--- config.mk ---
export PLATFORM = sky130hd
export DESIGN_NAME = multicore_status_gpio_flat
export DESIGN_NICKNAME = d
export VERILOG_FILES = /design/src/rtl/gpio_pkg.sv /design/src/rtl/multicore_status_gpio_if.sv /design/src/rtl/multicore_status_gpio_blink_divider.sv /design/src/rtl/multicore_status_gpio.sv /design/src/flat_wrapper.sv
export SDC_FILE = /design/constraint.sdc
export NUM_CORES = 1
export LEC_CHECK = 0
export BUFFER_PORTS_ARGS = -buffer_cell sky130_fd_sc_hd__buf_2
export CORE_MARGIN = 1.5
export CORE_UTILIZATION = 60
export CTS_CLUSTER_SIZE = 20
export DETAILED_ROUTE_END_ITERATION = 8
export PLACE_DENSITY = 0.92
export SETUP_SLACK_MARGIN = 0.4
export SYNTH_ARGS = -nofsm -noshare
export SYNTH_HDL_FRONTEND = slang
export SYNTH_SLANG_ARGS = --single-unit
--- constraint.sdc ---
create_clock -name clk -period 2.4 [get_ports clk]
set_clock_uncertainty 0.2 [all_clocks]
set_input_delay 0.12 -clock clk [delete_from_list [all_inputs] [get_ports clk]]
set_output_delay 0.12 -clock clk [all_outputs]
set_load 0.02 [all_outputs]
--- src/rtl/gpio_pkg.sv ---
// Shared encodings for the multi-core run sequencer: FSM state codes and LED drive levels.
package gpio_pkg;

  localparam logic [2:0] IDLE          = 3'd0;
  localparam logic [2:0] START_CORES   = 3'd1;
  localparam logic [2:0] WAIT_FOR_DONE = 3'd2;
  localparam logic [2:0] DONE_STATE    = 3'd3;
  localparam logic [2:0] ERROR_STATE   = 3'd4;
  localparam logic [2:0] SELFTEST      = 3'd5;

  localparam logic LED_OFF = 1'b0;
  localparam logic LED_ON  = 1'b1;

endpackage

--- src/rtl/multicore_status_gpio_if.sv ---
// Board-side and core-side signals of the run sequencer; slave = sequencer, master = board/cores.
// Handshake: go and ack are level requests sampled on clk edges; core_start is a one-cycle pulse;
// core_done may be a pulse or a level and is latched sticky; state is a debug view of the FSM.
interface multicore_status_gpio_if #(
  parameter int NUM_CORES = 4
);
  logic                 go;
  logic                 ack;
  logic [NUM_CORES-1:0] core_done;
  logic [NUM_CORES-1:0] core_start;
  logic [NUM_CORES-1:0] led;
  logic                 led_done;
  logic                 busy;
  logic                 timeout;
  logic [2:0]           state;

  modport slave (
    input  go, ack, core_done,
    output core_start, led, led_done, busy, timeout, state
  );

  modport master (
    output go, ack, core_done,
    input  core_start, led, led_done, busy, timeout, state
  );
endinterface

--- src/rtl/multicore_status_gpio_blink_divider.sv ---
// Free-running divider: blink is the counter MSB, step_tick pulses once every half blink period.
module blink_divider #(
  parameter int BLINK_DIV_W = 24
) (
  input  logic clk,
  input  logic rst,
  output logic blink,
  output logic step_tick
);
  logic [BLINK_DIV_W-1:0] cnt;

  always_ff @(posedge clk) begin
    if (rst) cnt <= '0;
    else     cnt <= cnt + 1'b1;
  end

  assign blink     = cnt[BLINK_DIV_W-1];
  assign step_tick = &cnt[BLINK_DIV_W-2:0];
endmodule

--- src/rtl/multicore_status_gpio.sv ---
// Run sequencer and status-LED driver for NUM_CORES accelerator cores.
// Optional build macro LED_SELFTEST_EN adds a walking-one LED self-test after reset.
module multicore_status_gpio
  import gpio_pkg::*;
#(
  parameter int NUM_CORES      = 4,
  parameter int BLINK_DIV_W    = 24,
  parameter int TIMEOUT_CYCLES = 100000000
) (
  input logic                     clk,
  input logic                     rst,
  multicore_status_gpio_if.slave  bus
);
  localparam int TCW = $clog2(TIMEOUT_CYCLES + 1);
  localparam logic [TCW-1:0] T_LAST = TCW'(TIMEOUT_CYCLES - 1);
  localparam logic [TCW-1:0] T_SAT  = TCW'(TIMEOUT_CYCLES);
  localparam logic [NUM_CORES-1:0] ALL_DONE = {NUM_CORES{1'b1}};
`ifdef LED_SELFTEST_EN
  localparam logic [2:0] RST_STATE = SELFTEST;
  localparam int SW = $clog2(NUM_CORES + 1);
`else
  localparam logic [2:0] RST_STATE = IDLE;
`endif

  logic [2:0]           state;
  logic [NUM_CORES-1:0] done_mask;
  logic [NUM_CORES-1:0] merged;
  logic [TCW-1:0]       tcnt;
  logic                 blink;
  logic                 step_tick;

  blink_divider #(.BLINK_DIV_W(BLINK_DIV_W)) u_blink (
    .clk       (clk),
    .rst       (rst),
    .blink     (blink),
    .step_tick (step_tick)
  );

  assign merged = done_mask | bus.core_done;

`ifdef LED_SELFTEST_EN
  logic [SW-1:0] step;

  always_ff @(posedge clk) begin
    if (rst)                                 step <= '0;
    else if (state == SELFTEST && step_tick) step <= step + 1'b1;
  end
`else
  logic unused_step_tick;
  assign unused_step_tick = step_tick;
`endif

  always_ff @(posedge clk) begin
    if (rst) begin
      state     <= RST_STATE;
      done_mask <= '0;
      tcnt      <= '0;
    end else begin
      case (state)
        IDLE: if (bus.go) state <= START_CORES;
        START_CORES: begin
          done_mask <= bus.core_done;
          tcnt      <= '0;
          state     <= WAIT_FOR_DONE;
        end
        WAIT_FOR_DONE: begin
          done_mask <= merged;
          if (tcnt != T_SAT) tcnt <= tcnt + 1'b1;
          // All-done is checked first so a last done on the final cycle still succeeds.
          if (merged == ALL_DONE)  state <= DONE_STATE;
          else if (tcnt == T_LAST) state <= ERROR_STATE;
        end
        DONE_STATE, ERROR_STATE: begin
          if (bus.ack) begin
            state     <= IDLE;
            done_mask <= '0;
          end
        end
`ifdef LED_SELFTEST_EN
        SELFTEST: if (step_tick && int'(step) == NUM_CORES) state <= IDLE;
`endif
        default: state <= IDLE;
      endcase
    end
  end

  always_comb begin
    bus.core_start = '0;
    bus.led        = {NUM_CORES{LED_OFF}};
    bus.led_done   = LED_OFF;
    bus.busy       = 1'b0;
    bus.timeout    = 1'b0;
    bus.state      = state;
    case (state)
      START_CORES: begin
        bus.core_start = ALL_DONE;
        bus.led        = done_mask | {NUM_CORES{blink}};
        bus.busy       = 1'b1;
      end
      WAIT_FOR_DONE: begin
        bus.led  = done_mask | {NUM_CORES{blink}};
        bus.busy = 1'b1;
      end
      DONE_STATE: begin
        bus.led      = {NUM_CORES{LED_ON}};
        bus.led_done = LED_ON;
      end
      ERROR_STATE: begin
        // Cores that never reported stay dark so the hung ones are visible.
        bus.led      = done_mask;
        bus.led_done = blink;
        bus.timeout  = 1'b1;
      end
`ifdef LED_SELFTEST_EN
      SELFTEST: begin
        for (int i = 0; i < NUM_CORES; i++) bus.led[i] = (int'(step) == i);
        bus.led_done = (int'(step) == NUM_CORES);
      end
`endif
      default: ;
    endcase
  end
endmodule

--- src/flat_wrapper.sv ---
// flat-port wrapper written by rule: the top's interface ports become plain ports
module multicore_status_gpio_flat import gpio_pkg::*;
#(
  parameter int NUM_CORES      = 4,
  parameter int BLINK_DIV_W    = 24,
  parameter int TIMEOUT_CYCLES = 100000000
)
  (clk, rst, bus_go, bus_ack, bus_core_done, bus_core_start, bus_led, bus_led_done, bus_busy, bus_timeout, bus_state);
  multicore_status_gpio_if #(.NUM_CORES(NUM_CORES)) bus_i ();
  input logic clk;
  input logic rst;
  input wire logic [$bits(bus_i.go)-1:0] bus_go;
  input wire logic [$bits(bus_i.ack)-1:0] bus_ack;
  input wire logic [$bits(bus_i.core_done)-1:0] bus_core_done;
  output wire logic [$bits(bus_i.core_start)-1:0] bus_core_start;
  output wire logic [$bits(bus_i.led)-1:0] bus_led;
  output wire logic [$bits(bus_i.led_done)-1:0] bus_led_done;
  output wire logic [$bits(bus_i.busy)-1:0] bus_busy;
  output wire logic [$bits(bus_i.timeout)-1:0] bus_timeout;
  output wire logic [$bits(bus_i.state)-1:0] bus_state;
  assign bus_i.go = bus_go;
  assign bus_i.ack = bus_ack;
  assign bus_i.core_done = bus_core_done;
  assign bus_core_start = bus_i.core_start;
  assign bus_led = bus_i.led;
  assign bus_led_done = bus_i.led_done;
  assign bus_busy = bus_i.busy;
  assign bus_timeout = bus_i.timeout;
  assign bus_state = bus_i.state;
  multicore_status_gpio #(.NUM_CORES(NUM_CORES), .BLINK_DIV_W(BLINK_DIV_W), .TIMEOUT_CYCLES(TIMEOUT_CYCLES)) u_core (.clk(clk), .rst(rst), .bus(bus_i));
endmodule
# ---- Word-level counts from Yosys, hierarchy flattened
# Cells that the tools add are included.
dict set report op_classes {
  reduce_logical 8
  eq_ne 11
  bitwise 2
  n_addsub 2
  muxes 14
}
# op count
set op_table {}
lappend op_table {{$pmux W27 S2} 1}
lappend op_table {{$add A27 B1 Y27 const B} 1}
lappend op_table {{$eq A27 B27 Y1 const B} 1}
lappend op_table {{$mux W27} 1}
lappend op_table {{$ne A27 B27 Y1 const B} 1}
lappend op_table {{$add A24 B1 Y24 const B} 1}
lappend op_table {{$pmux W4 S3} 2}
lappend op_table {{$mux W3} 4}
lappend op_table {{$pmux W3 S4} 1}
lappend op_table {{$mux W4} 2}
lappend op_table {{$or A4 B4 Y4} 2}
lappend op_table {{$eq A3 B2 Y1 const B} 2}
lappend op_table {{$eq A4 B4 Y1 const B} 1}
lappend op_table {{$ne A2 B2 Y1 const B} 2}
lappend op_table {{$reduce_and A2 Y1} 2}
lappend op_table {{$reduce_or A2 Y1} 2}
lappend op_table {{$eq A3 B1 Y1 const B} 1}
lappend op_table {{$eq A3 B3 Y1 const B} 1}
lappend op_table {{$logic_not A3 Y1} 1}
lappend op_table {{$ne A3 B1 Y1 const B} 1}
lappend op_table {{$reduce_and A3 Y1} 1}
lappend op_table {{$reduce_bool A3 Y1} 1}
lappend op_table {{$mux W1} 2}
lappend op_table {{$ne A2 B1 Y1 const B} 1}
lappend op_table {{other kinds (2)} 2}
dict set report word_totals {
  in_bits 8
  regBits 58
  elab_cells 41
}

# ---- Longest topological paths before layout
dict set report depth {
  ltp_word 4
  depth_mapped 9
  depth_no_buf 7
}

# ---- Hierarchy
# Synthesis repeated with hierarchy kept, for this count alone.
dict set report hier_totals {
  hier_cells 354
  hier_area_um2 3065.4
}
# mod n_inst seq_area_each_um2 area_per_inst_um2 cells_per_inst
set modules_own_cells {}
lappend modules_own_cells {multicore_status_gpio 1 680.7 1950.6 226}
lappend modules_own_cells {blink_divider 1 480.5 1114.8 128}

# ---- Worst setup path before layout
# Ideal clock, no wire load.
dict set report synth_timing {
  path_type {reg-to-reg}
  from {reg u_core.state[2] (netlist: u_core.bus.state[2])}
  to {reg u_core.tcnt[20]}
  t_arrival_ns 1.944
  stages_incl_launch_ff 9
  setup_time_ns 0.135
  slack_ns 0.121
  required_time_ns 2.065
  period_less_slack_ns 2.279
  path_cell_list {dfxtp_1 -> buf_6 -> nor3b_4 -> nand4b_1 -> o21ai_2 -> buf_6 -> buf_4 -> o311ai_0 -> o41ai_1}
}
dict set report synth_via {
  elab_chain_cells 3
  elab_cells_between_ends 6
  cone_classes {eq/ne (3); mux (1); reduce/logical (2)}
}
# element line_no
set synth_lines {}
lappend synth_lines {{start, declared} multicore_status_gpio.sv:25} ;# logic [2:0] state;
lappend synth_lines {{start signal, assigned} multicore_status_gpio.sv:55} ;# state <= RST_STATE;
lappend synth_lines {{start signal, assigned} multicore_status_gpio.sv:60} ;# IDLE: if (bus.go) state <= START_CORES;
lappend synth_lines {{start signal, assigned} multicore_status_gpio.sv:64} ;# state <= WAIT_FOR_DONE;
lappend synth_lines {{$eq A3 B2 Y1 or $eq A3 B1 Y1 (tied branches)} multicore_status_gpio.sv:59} ;# case (state)
lappend synth_lines {{$ne A2 B1 Y1 (no source line) or $reduce_bool A2 Y1 (tied branches)} --}
lappend synth_lines {{$reduce_and A2 Y1 (no source line)} --}
lappend synth_lines {{end signal, assigned} multicore_status_gpio.sv:68} ;# if (tcnt != T_SAT) tcnt <= tcnt + 1'b1;
lappend synth_lines {{end, declared} multicore_status_gpio.sv:28} ;# logic [TCW-1:0] tcnt;
# Parallel ways exist; a longest one is shown, timed or not.
# A chain may end at the register's enable or synchronous reset.

# ---- Final worst setup path
dict set report layout_timing {
  from {reg u_core.tcnt[1]}
  to {reg u_core.tcnt[16]}
}
dict set report layout_via {
  elab_chain_cells 3
  elab_cells_between_ends 6
  cone_classes {add/sub (1); eq/ne (2); mux (2); reduce/logical (1)}
}
# element line_no
set layout_lines {}
lappend layout_lines {{$add A27 B1 Y27 or $ne A27 B27 Y1 (tied branches)} multicore_status_gpio.sv:68}
lappend layout_lines {{$mux W27 or $ne A2 B1 Y1 (tied branches)} --}
lappend layout_lines {{$pmux W27 S2 or $reduce_and A2 Y1 (tied branches)} --}
# Parallel ways exist; a longest one is shown, timed or not. The select of a mux whose other input is x is not followed.

==> flow_metrics.py <==
metrics = {
    "floorplan": {
        "row_count": 25,
        "io_pins": 22,
        "die_height_microns": 73.0,
        "die_w_microns": 73.0,
        "start_util_pct": 62.2,
        "core_sq_um": 4720,
        "dieArea_sq_um": 5320,
    },
    "synth": {
        "muxShareOfSynthArea_pct": 0.341,
        "synth_top_family_by_area": "simple AND/OR/NAND/NOR gates",
        "yosysMostFrequentCell": "dfxtp_1",
        "synth_top_area_cell": "dfxtp_1",
        "netlist_instances": 354,
        "synth_compound_area_share_pct": 15.3,
        "async_flop_share_pct": 0,
        "ys_ff_latch": 58,
        "synth_edf_count": 0,
        "synth.top_cells.by_count": "dfxtp_1, nor2_1, nand2_1",
        "yosys_warnings": 0,
        "synth-xor-area-share_pct": 7.46,
        "synth-simple-area-share_pct": 31.4,
        "ys_top_cells_by_area": "dfxtp_1, nor2_1, xnor2_1",
        "synthesis.area_sq_um": 2940,
        "seq_area_frac_synth_pct": 39.5,
        "synthAdderAreaFrac_pct": 1.28,
        "synth_ff_type": "dfxtp_1",
        "synth_top_area_share_pct": 39.5,
        "synth.distinct_cells": 51,
        "syn_avg_cell_area_sq_um": 8.30,
        "synth_nets": 365,
    },
    "sta": {
        "min_period_ns": 2.13,
        "setup_viol": 0,
        "fin_setup_tns_ns": 0,
        "rsz0062_at_grt": "yes",
        "slew_viol_final": 0,
        "fmax_mhz": 470,
        "fin_crit_sh_pct": 88.7,
        "slew_headroom_pct": 56.9,
        "worstMarginPinSlew_ns": 0.644,
        "finalHoldViolCount": 0,
        "hold-worst-slack_ns": 0.215,
    },
    "final_layout": {
        "diodes": 0,
        "area_growth_pct": 25.9,
        "nets": 408,
        "drive_above_1_share_pct": 27.1,
    },
    "critical_path": {
        "crit_buf_inv": 2,
        "crit_path_max_incr_delay_ns": 0.49,
        "cp_max_fo": 6,
        "path_class": "flip-flop to flip-flop",
        "cp-start-kind": "flip-flop",
        "crit_chain": "inv_4 > ha_4 > nor4bb_4 > nand4b_1 > o21ai_4 > buf_6 > or4_1 > a21oi_1",
        "setup.worst_path.end_class": "flip-flop",
        "crit_family": "simple AND/OR/NAND/NOR gates",
        "critPathRequiredTime_ns": 2.47,
        "worstPathArrival_ns": 2.20,
        "crit_slowest_cell": "or4_1",
    },
    "clock_network": {
        "htreeDepth": 3,
        "cts_root_buffer": "clkbuf_8",
        "insertion_delay_ns": 0.36,
        "path_clk_slew_ns": 0.07,
        "clockBufferDepth": 2,
        "clock_sinks": 58,
        "cts_inserted_buffers": 9,
        "tritoncts": "done",
    },
    "detailed_routing": {
        "m1WireLength_microns": 3230,
        "vias_per_cell": 6.67,
        "first_pass_iters": 6,
        "dr_wl_met3_microns": 752,
        "ant_nets": 0,
        "vias": 3128,
        "drtIter0Drc": 318,
        "wl_per_cell_microns": 18.5,
        "top_layer_used": "met4",
        "wl_microns": 8660,
        "met2_wirelength_microns": 4330,
        "drc_errors": 0,
    },
    "status": {
        "status": "finished clean",
    },
    "grt": {
        "grt_pass1_vias": 2750,
        "grt_overflow": 0,
        "antenna_found_initial": 0,
        "grt_max_degree": 32,
        "grt_usage_pct": 31.7,
        "grt_pass1_wl_microns": 12800,
    },
    "worst_hold_path": {
        "hold_path_class": "primary input to flip-flop",
    },
    "power_and_ir_drop": {
        "power_mw": 2.63,
        "intPower_mw": 1.74,
        "power_density_nw_per_um2": 712,
        "power_frac_comb_pct": 26.9,
        "p_leak_nw": 1.26,
        "p_switching_mw": 0.892,
        "clock_power_share_pct": 33.3,
        "vdd_drop_max_mv": 0.475,
        "seqPwrFrac_pct": 39.8,
        "sw_frac_of_total_pct": 33.9,
    },
    "placed_design": {
        "routabilityCongestion": 0.950,
        "dp_hpwl_microns": 4460,
        "portBuffers": 21,
    },
    "run": {
        "maxCapViolations": 0,
    },
}
-- logic make-up (layout without fill, tap and decap cells) --
kind of cell	Yosys count	after routing
DFF	58	58
xor gates and xnor gates	25	25
AOI/OAI and AO/OA	67	67
and+or+nand+nor	173	173
adders and majority gates	3	3
buffers and inverters	27	75
muxes	1	1
-- routing by layer --
| metal | global-route usage, % | up-vias |
|---|---|---|
| li1 | - | 1398 |
| met4 | 20.3 | 0 |
| met5 | 0 | - |
| met2 | 50.1 | 231 |
| met1 | 37.1 | 1453 |
| met3 | 9.81 | 46 |
-- power by group through the flow --
| stage | clock network, mW | logic (mW) | registers [mW] |
|---|---|---|---|
| 2_1_floorplan | 0 | 0.393 | 1.06 |
| 3_3_place_gp | 0 | 0.488 | 1.06 |
| 3_5_place_dp | 0 | 0.497 | 1.06 |
| 4_1_cts | 0.869 | 0.621 | 1.04 |
| 5_1_grt | 0.914 | 0.746 | 1.05 |
| 6_report | 0.878 | 0.709 | 1.05 |
-- stage by stage --
stage | setup WS [ns] | cell area, sq um | utilization, % | std cells
5_1_grt | 0.163 | 3700 | 78.3 | 469
4_1_cts | 0.381 | 3530 | 74.8 | 467
6_report | 0.270 | 3700 | 78.3 | 469
3_3_place_gp | 0.296 | 3120 | 66.0 | 435
3_5_place_dp | 0.161 | 3120 | 66.0 | 435
2_1_floorplan | 0.224 | 2950 | - | 354
-- worst min-delay path: stages --
cell	delay [ns]
buf_2	0.09
nor3_1	0.24
a2111oi_0	0.13
a21oi_1	0.11
nor2_1	0.04
-- sequential cells by signal, summed over array words and instances, names as in the netlist --
| register | flops |
|---|---|
| u_core.done_mask | 4 |
| u_core.bus.state | 3 |
| u_core.tcnt | 27 |
| u_core.u_blink.cnt | 24 |
-- final timing paths --
kind | start | to | slack (ns) | depth (start not counted)
hold reg to reg | u_core.u_blink.cnt[0]$_SDFF_PP0_ | u_core.u_blink.cnt[0]$_SDFF_PP0_ | 0.26 | 1
setup reg to reg | u_core.tcnt[1]$_SDFFE_PP0P_ | u_core.tcnt[16]$_SDFFE_PP0P_ | 0.27 | 8
setup / recovery | u_core.tcnt[1]$_SDFFE_PP0P_ | u_core.tcnt[16]$_SDFFE_PP0P_ | 0.27 | 8
hold / removal | bus_go | u_core.bus.state[0]$_SDFFE_PP0P_ | 0.22 | 5
-- area by class of cell --
| cell class | count | area, sq um |
|---|---|---|
| Clock buffer | 10 | 128 |
| Multi-Input combinational cell | 269 | 1840 |
| Inverter | 10 | 47.5 |
| Fill cell | 269 | 1020 |
| Tap cell | 67 | 83.8 |
| Sequential cell | 58 | 1190 |
| Timing Repair Buffer | 49 | 350 |
| Clock inverter | 6 | 57.6 |
-- what timing repair did --
item | 4_1_cts | 5_1_grt
gates resized for setup | 28 | 38
pin swaps | 6 | 10
setup endpoints to repair | 24 | 39
hold buffers | 6 | 0
cloned | 3 | 0
hold endpoints to repair | 9 | 0
buffers inserted | 7 | 2
-- layout by cell type, fill, tap and decap left out, types with 9 or more instances in the layout --
cell type / synthesis / layout
xor2_1: 10 / 10
dfxtp_1: 58 / 44
buf_2: 1 / 22
nor2_1: 53 / 52
clkbuf_8: 0 / 9
nand2_1: 24 / 23
or4_1: 12 / 12
a21oi_1: 19 / 19
buf_4: 5 / 15
o31ai_1: 11 / 9
nand4_1: 13 / 13
xnor2_1: 15 / 15
dfxtp_2: 0 / 9
nand3_1: 15 / 14
(Power assumes the default switching activity.)
